===== config.mk =====
export PLATFORM = sky130hd
export DESIGN_NAME = alice_measurement
export DESIGN_NICKNAME = d
export VERILOG_FILES = /design/src/rtl/teleport_pkg.sv /design/src/rtl/lfsr16.sv /design/src/rtl/alice_measurement.sv
export SDC_FILE = /design/constraint.sdc
export NUM_CORES = 1
export LEC_CHECK = 0
export CAP_MARGIN = 20
export CORE_ASPECT_RATIO = 1.25
export CORE_MARGIN = 10
export CORE_UTILIZATION = 45
export DETAILED_ROUTE_END_ITERATION = 8
export GPL_TIMING_DRIVEN = 0
export PLACE_DENSITY = 0.62
export SKIP_LAST_GASP = 1
export SLEW_MARGIN = 20
export SYNTH_ARGS = -nofsm -noshare
export SYNTH_HDL_FRONTEND = slang
export SYNTH_SLANG_ARGS = --single-unit

===== constraint.sdc =====
create_clock -name clk -period 8.25 [get_ports clk]
set_input_delay 1.65 -clock clk [delete_from_list [all_inputs] [get_ports clk]]
set_output_delay 1.65 -clock clk [all_outputs]
set_load 0.1 [all_outputs]

===== src/rtl/teleport_pkg.sv =====
// Shared definitions for the teleportation emulator: Alice-side FSM states,
// measurement outcome encoding shared with the correction stage, and the
// 16-bit LFSR polynomial used to draw random measurement outcomes.
package teleport_pkg;

  typedef enum logic [2:0] {
    ST_IDLE = 3'd0,
    ST_PREP = 3'd1,
    ST_CNOT = 3'd2,
    ST_HAD  = 3'd3,
    ST_MEAS = 3'd4,
    ST_HOLD = 3'd5
  } alice_state_t;

  // Outcome encoding {q0,q1}: bit 0 requests X on Bob, bit 1 requests Z.
  localparam logic [1:0] M00 = 2'b00;
  localparam logic [1:0] M01 = 2'b01;
  localparam logic [1:0] M10 = 2'b10;
  localparam logic [1:0] M11 = 2'b11;

  // x^16+x^14+x^13+x^11+1 in right-shifting Fibonacci form: the feedback
  // bit is the XOR of state bits 0, 2, 3 and 5 and enters at bit 15.
  localparam logic [15:0] LFSR_TAPS = 16'h002D;

  // One LFSR step.
  function automatic logic [15:0] lfsr_step(input logic [15:0] s);
    logic fb;
    fb = ^(s & LFSR_TAPS);
    return {fb, s[15:1]};
  endfunction

endpackage


===== src/rtl/lfsr16.sv =====
// Free-running 16-bit Fibonacci LFSR. An all-zero seed would lock the
// register up, so it is replaced by 16'h0001.
module lfsr16
  import teleport_pkg::*;
#(
  parameter logic [15:0] SEED = 16'hACE1
) (
  input  logic        clk,
  input  logic        rst_n,
  output logic [15:0] q
);

  localparam logic [15:0] RESET_VAL = (SEED == 16'h0000) ? 16'h0001 : SEED;

  logic [15:0] lfsr_q;
  logic [15:0] lfsr_d;

  // Next LFSR value, computed every cycle regardless of any other state.
  always_comb begin
    lfsr_d = lfsr_step(lfsr_q);
  end

  // LFSR state register.
  always_ff @(posedge clk or negedge rst_n) begin
    if (!rst_n) begin
      lfsr_q <= RESET_VAL;
    end else begin
      lfsr_q <= lfsr_d;
    end
  end

  assign q = lfsr_q;

endmodule


===== src/rtl/alice_measurement.sv =====
// Alice's half of quantum teleportation on a 3-qubit real-amplitude state
// vector (index {q0,q1,q2}, q0 = message qubit, q2 = Bob's qubit). Gates are
// unnormalised so every entry is exactly +-alpha, +-beta or 0; entries carry
// one extra bit so that -2^(WIDTH-1) survives the Hadamard without overflow.
module alice_measurement
  import teleport_pkg::*;
#(
  parameter int unsigned WIDTH     = 16,
  parameter logic [15:0] LFSR_SEED = 16'hACE1
) (
  input  logic             clk,
  input  logic             rst_n,
  input  logic             start,
  input  logic [WIDTH-1:0] alpha,
  input  logic [WIDTH-1:0] beta,
  input  logic             meas_override_en,
  input  logic [1:0]       meas_override,
  output logic             busy,
  output logic             out_valid,
  input  logic             out_ready,
  output logic [1:0]       meas_bits,
  output logic [WIDTH-1:0] bob_alpha,
  output logic [WIDTH-1:0] bob_beta
);

  alice_state_t state_q, state_d;

  logic [WIDTH-1:0]        alpha_q, alpha_d;
  logic [WIDTH-1:0]        beta_q, beta_d;
  logic signed [WIDTH:0]   sv_q [8];
  logic signed [WIDTH:0]   sv_d [8];
  logic                    busy_q, busy_d;
  logic                    out_valid_q, out_valid_d;
  logic [1:0]              meas_bits_q, meas_bits_d;
  logic [WIDTH-1:0]        bob_alpha_q, bob_alpha_d;
  logic [WIDTH-1:0]        bob_beta_q, bob_beta_d;

  logic [15:0]             lfsr_val;
  logic                    lfsr_unused;
  logic [1:0]              meas_sel;
  logic signed [WIDTH:0]   alpha_ext;
  logic signed [WIDTH:0]   beta_ext;

  lfsr16 #(
    .SEED (LFSR_SEED)
  ) u_lfsr (
    .clk   (clk),
    .rst_n (rst_n),
    .q     (lfsr_val)
  );

  // Only the two low LFSR bits pick the outcome; the rest feed nothing.
  assign lfsr_unused = ^lfsr_val[15:2];
  assign meas_sel    = meas_override_en ? meas_override : lfsr_val[1:0];
  assign alpha_ext   = {alpha_q[WIDTH-1], alpha_q};
  assign beta_ext    = {beta_q[WIDTH-1], beta_q};

  // Sequencer: state transitions, gate application on the state vector and
  // result capture; every register holds its value unless a state updates it.
  always_comb begin
    state_d     = state_q;
    alpha_d     = alpha_q;
    beta_d      = beta_q;
    sv_d        = sv_q;
    out_valid_d = out_valid_q;
    meas_bits_d = meas_bits_q;
    bob_alpha_d = bob_alpha_q;
    bob_beta_d  = bob_beta_q;

    case (state_q)
      ST_IDLE: begin
        if (start) begin
          alpha_d = alpha;
          beta_d  = beta;
          state_d = ST_PREP;
        end else begin
          state_d = ST_IDLE;
        end
      end

      // (alpha|0> + beta|1>) (x) (|00> + |11>)
      ST_PREP: begin
        sv_d    = '{default: {(WIDTH+1){1'b0}}};
        sv_d[0] = alpha_ext;
        sv_d[3] = alpha_ext;
        sv_d[4] = beta_ext;
        sv_d[7] = beta_ext;
        state_d = ST_CNOT;
      end

      // CNOT q0 -> q1: swap |10x> with |11x>.
      ST_CNOT: begin
        sv_d[4] = sv_q[6];
        sv_d[6] = sv_q[4];
        sv_d[5] = sv_q[7];
        sv_d[7] = sv_q[5];
        state_d = ST_HAD;
      end

      // Hadamard on q0, pairing |0j> with |1j>.
      ST_HAD: begin
        sv_d[0] = sv_q[0] + sv_q[4];
        sv_d[4] = sv_q[0] - sv_q[4];
        sv_d[1] = sv_q[1] + sv_q[5];
        sv_d[5] = sv_q[1] - sv_q[5];
        sv_d[2] = sv_q[2] + sv_q[6];
        sv_d[6] = sv_q[2] - sv_q[6];
        sv_d[3] = sv_q[3] + sv_q[7];
        sv_d[7] = sv_q[3] - sv_q[7];
        state_d = ST_HOLD;
        state_d = ST_MEAS;
      end

      // Collapse onto outcome {q0,q1}; Bob's pair is sv[{m,0}], sv[{m,1}].
      ST_MEAS: begin
        meas_bits_d = meas_sel;
        bob_alpha_d = sv_q[{meas_sel, 1'b0}][WIDTH-1:0];
        bob_beta_d  = sv_q[{meas_sel, 1'b1}][WIDTH-1:0];
        out_valid_d = 1'b1;
        state_d     = ST_HOLD;
      end

      ST_HOLD: begin
        if (out_ready) begin
          out_valid_d = 1'b0;
          state_d     = ST_IDLE;
        end else begin
          out_valid_d = 1'b1;
          state_d     = ST_HOLD;
        end
      end

      default: begin
        out_valid_d = 1'b0;
        state_d     = ST_IDLE;
      end
    endcase

    busy_d = (state_d != ST_IDLE);
  end

  // Control and result registers.
  always_ff @(posedge clk or negedge rst_n) begin
    if (!rst_n) begin
      state_q     <= ST_IDLE;
      alpha_q     <= {WIDTH{1'b0}};
      beta_q      <= {WIDTH{1'b0}};
      busy_q      <= 1'b0;
      out_valid_q <= 1'b0;
      meas_bits_q <= 2'b00;
      bob_alpha_q <= {WIDTH{1'b0}};
      bob_beta_q  <= {WIDTH{1'b0}};
    end else begin
      state_q     <= state_d;
      alpha_q     <= alpha_d;
      beta_q      <= beta_d;
      busy_q      <= busy_d;
      out_valid_q <= out_valid_d;
      meas_bits_q <= meas_bits_d;
      bob_alpha_q <= bob_alpha_d;
      bob_beta_q  <= bob_beta_d;
    end
  end

  // State vector registers.
  always_ff @(posedge clk or negedge rst_n) begin
    if (!rst_n) begin
      sv_q <= '{default: {(WIDTH+1){1'b0}}};
    end else begin
      sv_q <= sv_d;
    end
  end

  assign busy      = busy_q;
  assign out_valid = out_valid_q;
  assign meas_bits = meas_bits_q;
  assign bob_alpha = bob_alpha_q;
  assign bob_beta  = bob_beta_q;

endmodule


After elaboration in Yosys (flattened, before gate mapping) --
Cells that the tools add are included.
Cells by class: bitwise logic cells 2, order comparisons 2, $add $sub $neg 8, equal/unequal tests 5, reduce and logical (&&, ||, !) cells 7, muxes and demuxes 14
Operators by type and width (number):
- case mux 68 bit (3 select lines) | 1
- case mux 68 bit (2 select lines) | 1
- binary-select mux 17 bit (select 3 bit) | 2
- adder 17 bit | 4
- subtractor 17 bit | 4
- 2-to-1 mux 16 bit | 4
- case mux 3 bit (6 select lines) | 1
- parity 16 bit | 1
- >= comparator 4 bit (second input constant) | 2
- inverter 3 -> 4 bit | 2
- equality test 3 x 2 -> 1 bit (second input constant) | 2
- equality test 3 bit (second input constant) | 2
- nonzero test 3 bit | 2
- OR reduction 4 bit | 1
- equality test 3 x 1 -> 1 bit (second input constant) | 1
- zero test 3 bit | 1
- 2-to-1 mux 3 bit | 1
- case mux 1 bit (3 select lines) | 1
- 2-to-1 mux 1 bit | 2
- 2-to-1 mux 2 bit | 1
- AND reduction 2 bit | 1
- nonzero test 2 bit | 1
Storage, ports and cells: output and inout bits 36, register bits after elaboration 223

Longest topological paths before layout --
Gate-level depths: netlist of the first run.
depth after elaboration 5, gate-level depth with buffers 11, mapped depth without buffers 11

By module --
A second synthesis of the first run with hierarchy kept.
Unflattened totals: cells, all modules 1787, area, all modules 15280.9 µm²
By module, submodules not included:
- alice_measurement | cells each 1753, area each 14731.6 µm², times used 1
- lfsr16 | cells each 34, area each 549.3 µm², times used 1

Least setup slack after synthesis of the first run --
No wires, ideal clock.
kind input port to flip-flop, start point input port start, end point register alpha_q[0], buffers on the path 2, stages 4, setup time 0.125 ns, slack 5.214 ns, data arrival time 2.911 ns, cell sequence nor4b_1 > clkbuf_1 > clkbuf_1 > mux2_2
Between the ends: cells in the longest elaborated chain, start to end 1
Ends and longest elaborated chain:
- start: declaration | RTL line alice_measurement.sv:13 | input logic start,
- AND reduction 2 bit (no line)
- end signal: assignment | RTL line alice_measurement.sv:146 | alpha_q <= {WIDTH{1'b0}};
- end signal: assignment | RTL line alice_measurement.sv:155 | alpha_q <= alpha_d;
- end: declaration | RTL line alice_measurement.sv:28 | logic [WIDTH-1:0] alpha_q, alpha_d;
Every way passes these cells. A chain may end at the register's enable or synchronous reset.

Worst setup path after layout of the first run --
start point input port meas_override_en, end point register bob_beta_q[6], in the netlist bob_beta[6]
Between the ends: cells in the longest elaborated chain, start to end 5
Ends and longest elaborated chain:
- start: declaration | RTL line alice_measurement.sv:16 | input logic meas_override_en,
- 2-to-1 mux 2 bit | RTL line alice_measurement.sv:54 | assign meas_sel = meas_override_en ? meas_override : lfsr_val[1:0];
- inverter 3 -> 4 bit (not written as such) | RTL line alice_measurement.sv:118 | bob_beta_d = sv_q[{meas_sel, 1'b1}][WIDTH-1:0];
- binary-select mux 17 bit (select 3 bit) | RTL line alice_measurement.sv:118
- 2-to-1 mux 16 bit (not written as such) (2 in series) | RTL line alice_measurement.sv:118
- end signal: assignment | RTL line alice_measurement.sv:152 | bob_beta_q <= {WIDTH{1'b0}};
- end signal: assignment | RTL line alice_measurement.sv:161 | bob_beta_q <= bob_beta_d;
- end: declaration | RTL line alice_measurement.sv:36 | logic [WIDTH-1:0] bob_beta_q, bob_beta_d;
Every way passes these cells. The select of a mux whose other input is x is not followed.

==> impl_metrics.env, run 1 <==
export IMPL_status="finished clean"
export IMPL_synth_distinct_cells=87
export IMPL_clock_sinks=215
export IMPL_post_cts_setup_buffer_count=0
export IMPL_grt_max_degree=81
export IMPL_coreArea_sq_mm=0.0338
export IMPL_antenna_left=0
export IMPL_antenna_cells=0
export IMPL_initial_core_util_pct=45.9
export IMPL_drt_total_wl_um=59500
export IMPL_synthCells=1838
export IMPL_gp_congestion=0.999
export IMPL_num_vias=14455
export IMPL_rsz0062_at_grt="false"
export IMPL_regArea_sq_mm=0.00539
export IMPL_placed_area_sq_mm=0.0168
export IMPL_slew_violations=0
export IMPL_finalCritPeriodShare_pct=54.2
export IMPL_min_period_ns=4.47
export IMPL_synth_async_reset_ratio_pct=100
export IMPL_dieArea_sq_mm=0.0423
export IMPL_grt_usage_pct=28.1
export IMPL_grt_pass1_vias=14036
export IMPL_start_kind="input port"
export IMPL_drv_cap=0
export IMPL_critPathMaxFanout=10
export IMPL_ys_ff_latch=215
export IMPL_grt_pass1_wl_um=89100
export IMPL_cp_data_required_time_ns=8.67
export IMPL_arrival_ns=4.89
export IMPL_cts_resized_gates=0
export IMPL_worst_slew_pin_slew_ns=1.08
export IMPL_hold_violations=0
export IMPL_netlist_area_sq_mm=0.0155
export IMPL_die_x_um=186
export IMPL_setup_violations=0
export IMPL_clk_latency_ns=0.56
export IMPL_synth_edf_count=0
export IMPL_drt_initial_drc_count=1481
export IMPL_yosys_warnings=0
export IMPL_maxSlewHeadroom_pct=28.3
export IMPL_overflow=0
export IMPL_cts_hold_fix_buffers=0
export IMPL_crit_path_end_kind="register"
export IMPL_critPathKind="input port to register"
export IMPL_layout_common_cells="o21ai_0 (207), dfrtp_1 (207), nand2_1 (205)"
export IMPL_synth_nets=2007
export IMPL_syn_avg_cell_area_sq_um=8.43
export IMPL_die_h_um=227
export IMPL_htreeDepth=1
export IMPL_portBuffers=74
export IMPL_multi_input_area_sq_mm=0.00916
export IMPL_finalClockSkew_ns=0.00822
export IMPL_area_growth_pct=14.3
export IMPL_rows=75
export IMPL_layout_drive_gt1_share_pct=5.77
export IMPL_numCtsBuffers=25
export IMPL_viasPerCell=6.07
export IMPL_layout_setup_ws_ns=3.78
export IMPL_layout_nets=2110
export IMPL_dr_pass1_iters=5
export IMPL_path_clk_slew_ns=0.06
export IMPL_dp_slack_ns=3.37
export IMPL_final_cell_area_sq_mm=0.0177
export IMPL_io_pin_count=75
export IMPL_clk_path_buf_depth=3
export IMPL_root_buffer="clkbuf_16"
export IMPL_fin_tns_setup_ns=0
export IMPL_tritoncts="yes"
export IMPL_drc_errors=0
export IMPL_fmax_mhz=224
export IMPL_synth_ff_type="dfrtp_1"
export IMPL_wl_per_cell_um=25.0
export IMPL_hp_class="register to register"
export IMPL_ys_seq_area_share_pct=34.8
export IMPL_fillers=3260
export IMPL_hpwl_um=45700
export IMPL_antenna_found_initial=0
[metrics by stage]
stage,util (%),instances,hold slack [ns]
after global placement,49.6,2335,0.336
after global routing,52.4,2382,0.359
final,52.4,2382,0.350
after CTS,52.4,2382,0.352
after floorplan,-,1838,0.331
after detailed placement,49.8,2337,0.338
[kinds of logic (layout without fill, tap and decap cells)]
group	after synthesis	count (layout)	synth area share, %
AO/OA/AOI/OAI	589	589	24.2
multiplexers	57	57	3.92
AND/OR/NAND/NOR	524	524	15.6
XOR/XNOR	79	79	4.47
buffers and inverters	244	365	6.10
flip-flops	215	215	34.8
adder cells (fa/ha/maj)	130	130	10.9
[final cells by class]
type	count	area share, %
clock buffer	34	3.95
sequential	215	30.4
tap	423	2.99
buffer	116	2.62
multi-input combinational	1379	51.7
inverter	128	2.71
clock inverter	11	1.09
timing repair buffer	76	4.52
[path summary, 6_finish.rpt]
path                                       startpoint                      end  cells after the start  slack (ns)
worst min register to register  u_lfsr.q[4]$_DFF_PN0_    u_lfsr.q[3]$_DFF_PN0_                      0        0.35
worst max register to register   state_q[0]$_DFF_PN0_     sv_q[98]$_DFFE_PN0P_                      8        4.59
worst max-delay path                 meas_override_en  bob_beta[6]$_DFFE_PN0N_                      7        3.78
worst min-delay path            u_lfsr.q[4]$_DFF_PN0_    u_lfsr.q[3]$_DFF_PN0_                      0        0.35
min in group asynchronous                       rst_n    sv_q[125]$_DFFE_PN0P_                      1        1.05
max in group asynchronous                       rst_n  bob_beta[7]$_DFFE_PN0N_                      2        6.37
[synthesized netlist by cell type (all sizes together) (29+ instances only)]
| cell type | number | area [sq um] |
|---|---|---|
| o211ai | 38 | 285 |
| xnor2 | 66 | 578 |
| nand2 | 205 | 769 |
| o21ai | 209 | 1050 |
| mux2 | 29 | 327 |
| dfrtp | 207 | 5180 |
| nor2 | 123 | 462 |
| inv | 126 | 473 |
| clkbuf | 89 | 335 |
| o22ai | 33 | 206 |
| a21oi | 106 | 531 |
| nor3 | 52 | 260 |
| ha | 122 | 1530 |
[sequential cells by signal, summed over array words and instances, names as in the netlist]
register,cells
beta_q,16
meas_bits,2
busy,1
bob_alpha,16
bob_beta,16
out_valid,1
u_lfsr.q,16
state_q,3
sv_q,128
alpha_q,16
[layer usage]
metal  track usage (%)  up-vias  part of all wire, %
met4              13.8        0                  5.1
met3              4.16      132                  7.7
met5                 0        -                    0
met2              43.6      572                   45
met1              37.6     7043                   43
li1                  -     6708                    -
[worst max-delay path: stages]
cell and delay, ns:
clkdlybuf4s50_1 0.54, mux2i_1 0.65, clkbuf_1 0.53, clkbuf_1 0.61, o21ai_0 0.40, o21ai_0 0.39, o21ai_0 0.11
Power of run 1 is left out: the tool's default activity adds up to more than one toggle a clock period on the data nets, which glitch-free logic cannot reach.
==> inputs of run 2 (changes only) <==
--- a/config.mk
+++ b/config.mk
@@ -11,7 +11,7 @@
 export CORE_UTILIZATION = 45
 export DETAILED_ROUTE_END_ITERATION = 8
 export GPL_TIMING_DRIVEN = 0
-export PLACE_DENSITY = 0.62
+export PLACE_DENSITY = 0.65
 export SKIP_LAST_GASP = 1
 export SLEW_MARGIN = 20
 export SYNTH_ARGS = -nofsm -noshare
==> constraint.sdc (replaced) <==
create_clock -name clk -period 3.9 [get_ports clk]
set_input_delay 0.78 -clock clk [delete_from_list [all_inputs] [get_ports clk]]
set_output_delay 0.78 -clock clk [all_outputs]
set_load 0.1 [all_outputs]
==> run 2 against run 1 <==
Clock-buffer cell count fell by 2. Sequential share of layout area down 0.064 points. Critical path depth grew 1.
==> impl_metrics.env, run 2 (same netlist as run 1, synthesis figures left out) <==
export IMPL_numCtsBuffers=27
export IMPL_maxSlewHeadroom_pct=15.5
export IMPL_critPathMaxFanout=10
export IMPL_layout_common_cells="o21ai_0 (207), dfrtp_1 (207), nand2_1 (205)"
export IMPL_die_x_um=186
export IMPL_initial_core_util_pct=45.9
export IMPL_clk_latency_ns=0.57
export IMPL_regArea_sq_mm=0.00539
export IMPL_grt_pass1_wl_um=89400
export IMPL_placed_area_sq_mm=0.0168
export IMPL_grt_max_degree=86
export IMPL_overflow=0
export IMPL_grt_usage_pct=28.3
export IMPL_rsz0062_at_grt="false"
export IMPL_layout_drive_gt1_share_pct=6.26
export IMPL_dieArea_sq_mm=0.0423
export IMPL_root_buffer="clkbuf_16"
export IMPL_slew_violations=0
export IMPL_drc_errors=0
export IMPL_regMostFlops="sv_q"
export IMPL_setup_violations=0
export IMPL_path_clk_slew_ns=0.06
export IMPL_antenna_left=0
export IMPL_io_pin_count=75
export IMPL_finalCritPeriodShare_pct=92.2
export IMPL_hp_class="input port to asynchronous set/reset pin"
export IMPL_portBuffers=74
export IMPL_rrSetupSlack_ns=0.31
export IMPL_post_route_util_pct=52.5
export IMPL_min_period_ns=3.59
export IMPL_cp_data_required_time_ns=4.40
export IMPL_fillers=3188
export IMPL_clock_sinks=215
export IMPL_critPathKind="register to register"
export IMPL_multi_input_area_sq_mm=0.00916
export IMPL_hpwl_um=45600
export IMPL_grt_pass1_vias=14203
export IMPL_hold_violations=0
export IMPL_start_kind="register"
export IMPL_finalClockSkew_ns=0.0116
export IMPL_die_h_um=227
export IMPL_htreeDepth=1
export IMPL_worst_slew_pin_slew_ns=1.26
export IMPL_tritoncts="yes"
export IMPL_antenna_cells=0
export IMPL_clk_path_buf_depth=3
export IMPL_dr_pass1_iters=6
export IMPL_area_growth_pct=14.6
export IMPL_fmax_mhz=278
export IMPL_coreArea_sq_mm=0.0338
export IMPL_drt_initial_drc_count=1393
export IMPL_viasPerCell=6.07
export IMPL_layout_nets=2112
export IMPL_drv_cap=0
export IMPL_crit_path_end_kind="register"
export IMPL_gp_congestion=0.979
export IMPL_antenna_found_initial=2
export IMPL_final_cell_area_sq_mm=0.0178
export IMPL_rows=75
export IMPL_drt_total_wl_um=59500
export IMPL_reg2reg_depth=8
export IMPL_largest_register_ffs=128
export IMPL_status="finished clean"
export IMPL_wl_per_cell_um=24.9
export IMPL_num_vias=14498
export IMPL_post_cts_setup_buffer_count=0
export IMPL_arrival_ns=4.09
run 2: repair_timing:
action                                 in CTS  in global routing
hold buffers                                0                  0
endpoints found under the hold margin       0                  0
resized for setup                           0                  1
setup endpoints to repair                   0                  1
run 2: area by class of cell:
cell class              count  area share (%)
inverters                 128            2.71
well taps                 423            2.98
flip-flops and latches    215            30.4
clock buffers              32            4.14
clock inverters            18            1.09
multi-input cells        1379            51.6
plain buffers             116            2.62
repair buffers             76            4.51
run 2: stage by stage:
stage / TNS (ns) / setup WS [ns] / hold slack (ns) / std cells
detailed placement: -0.366 / -0.129 / 0.337 / 2337
global placement: -1585.99 / -7.52 / 0.335 / 2335
finish: 0 / 0.306 / 0.0966 / 2387
global route: 0 / 0.288 / 0.117 / 2387
CTS: 0 / 0.103 / 0.110 / 2387
floorplan: 0 / 1.26 / 0.331 / 1838
run 2: worst paths after layout:
| check | start | end |
|---|---|---|
| max | state_q[0]$_DFF_PN0_ | sv_q[98]$_DFFE_PN0P_ |
| min | rst_n | sv_q[126]$_DFFE_PN0P_ |
| max reg2reg | state_q[0]$_DFF_PN0_ | sv_q[98]$_DFFE_PN0P_ |
| min reg2reg | u_lfsr.q[9]$_DFF_PN0_ | u_lfsr.q[8]$_DFF_PN0_ |
| max in group asynchronous | rst_n | sv_q[111]$_DFFE_PN0P_ |
| min in group clk | u_lfsr.q[9]$_DFF_PN0_ | u_lfsr.q[8]$_DFF_PN0_ |
run 2: routing by layer:
layer	track usage (%)	part of all wire [%]	routed length, um
met5	0	0	0
met4	15.2	5.6	3350
met3	4.50	7.7	4610
met2	44.1	44	26400
met1	36.9	42	25200
run 2: critical path: stages, from the launching register on:
cell,delay [ns]
dfrtp_1,0.40
clkinv_1,0.33
nor2_2,0.60
nand2_1,0.50
clkbuf_1,0.56
clkbuf_1,0.61
nor3_1,0.29
o21ai_0,0.13
nand3_1,0.08
Power of run 2 is left out for the same reason.
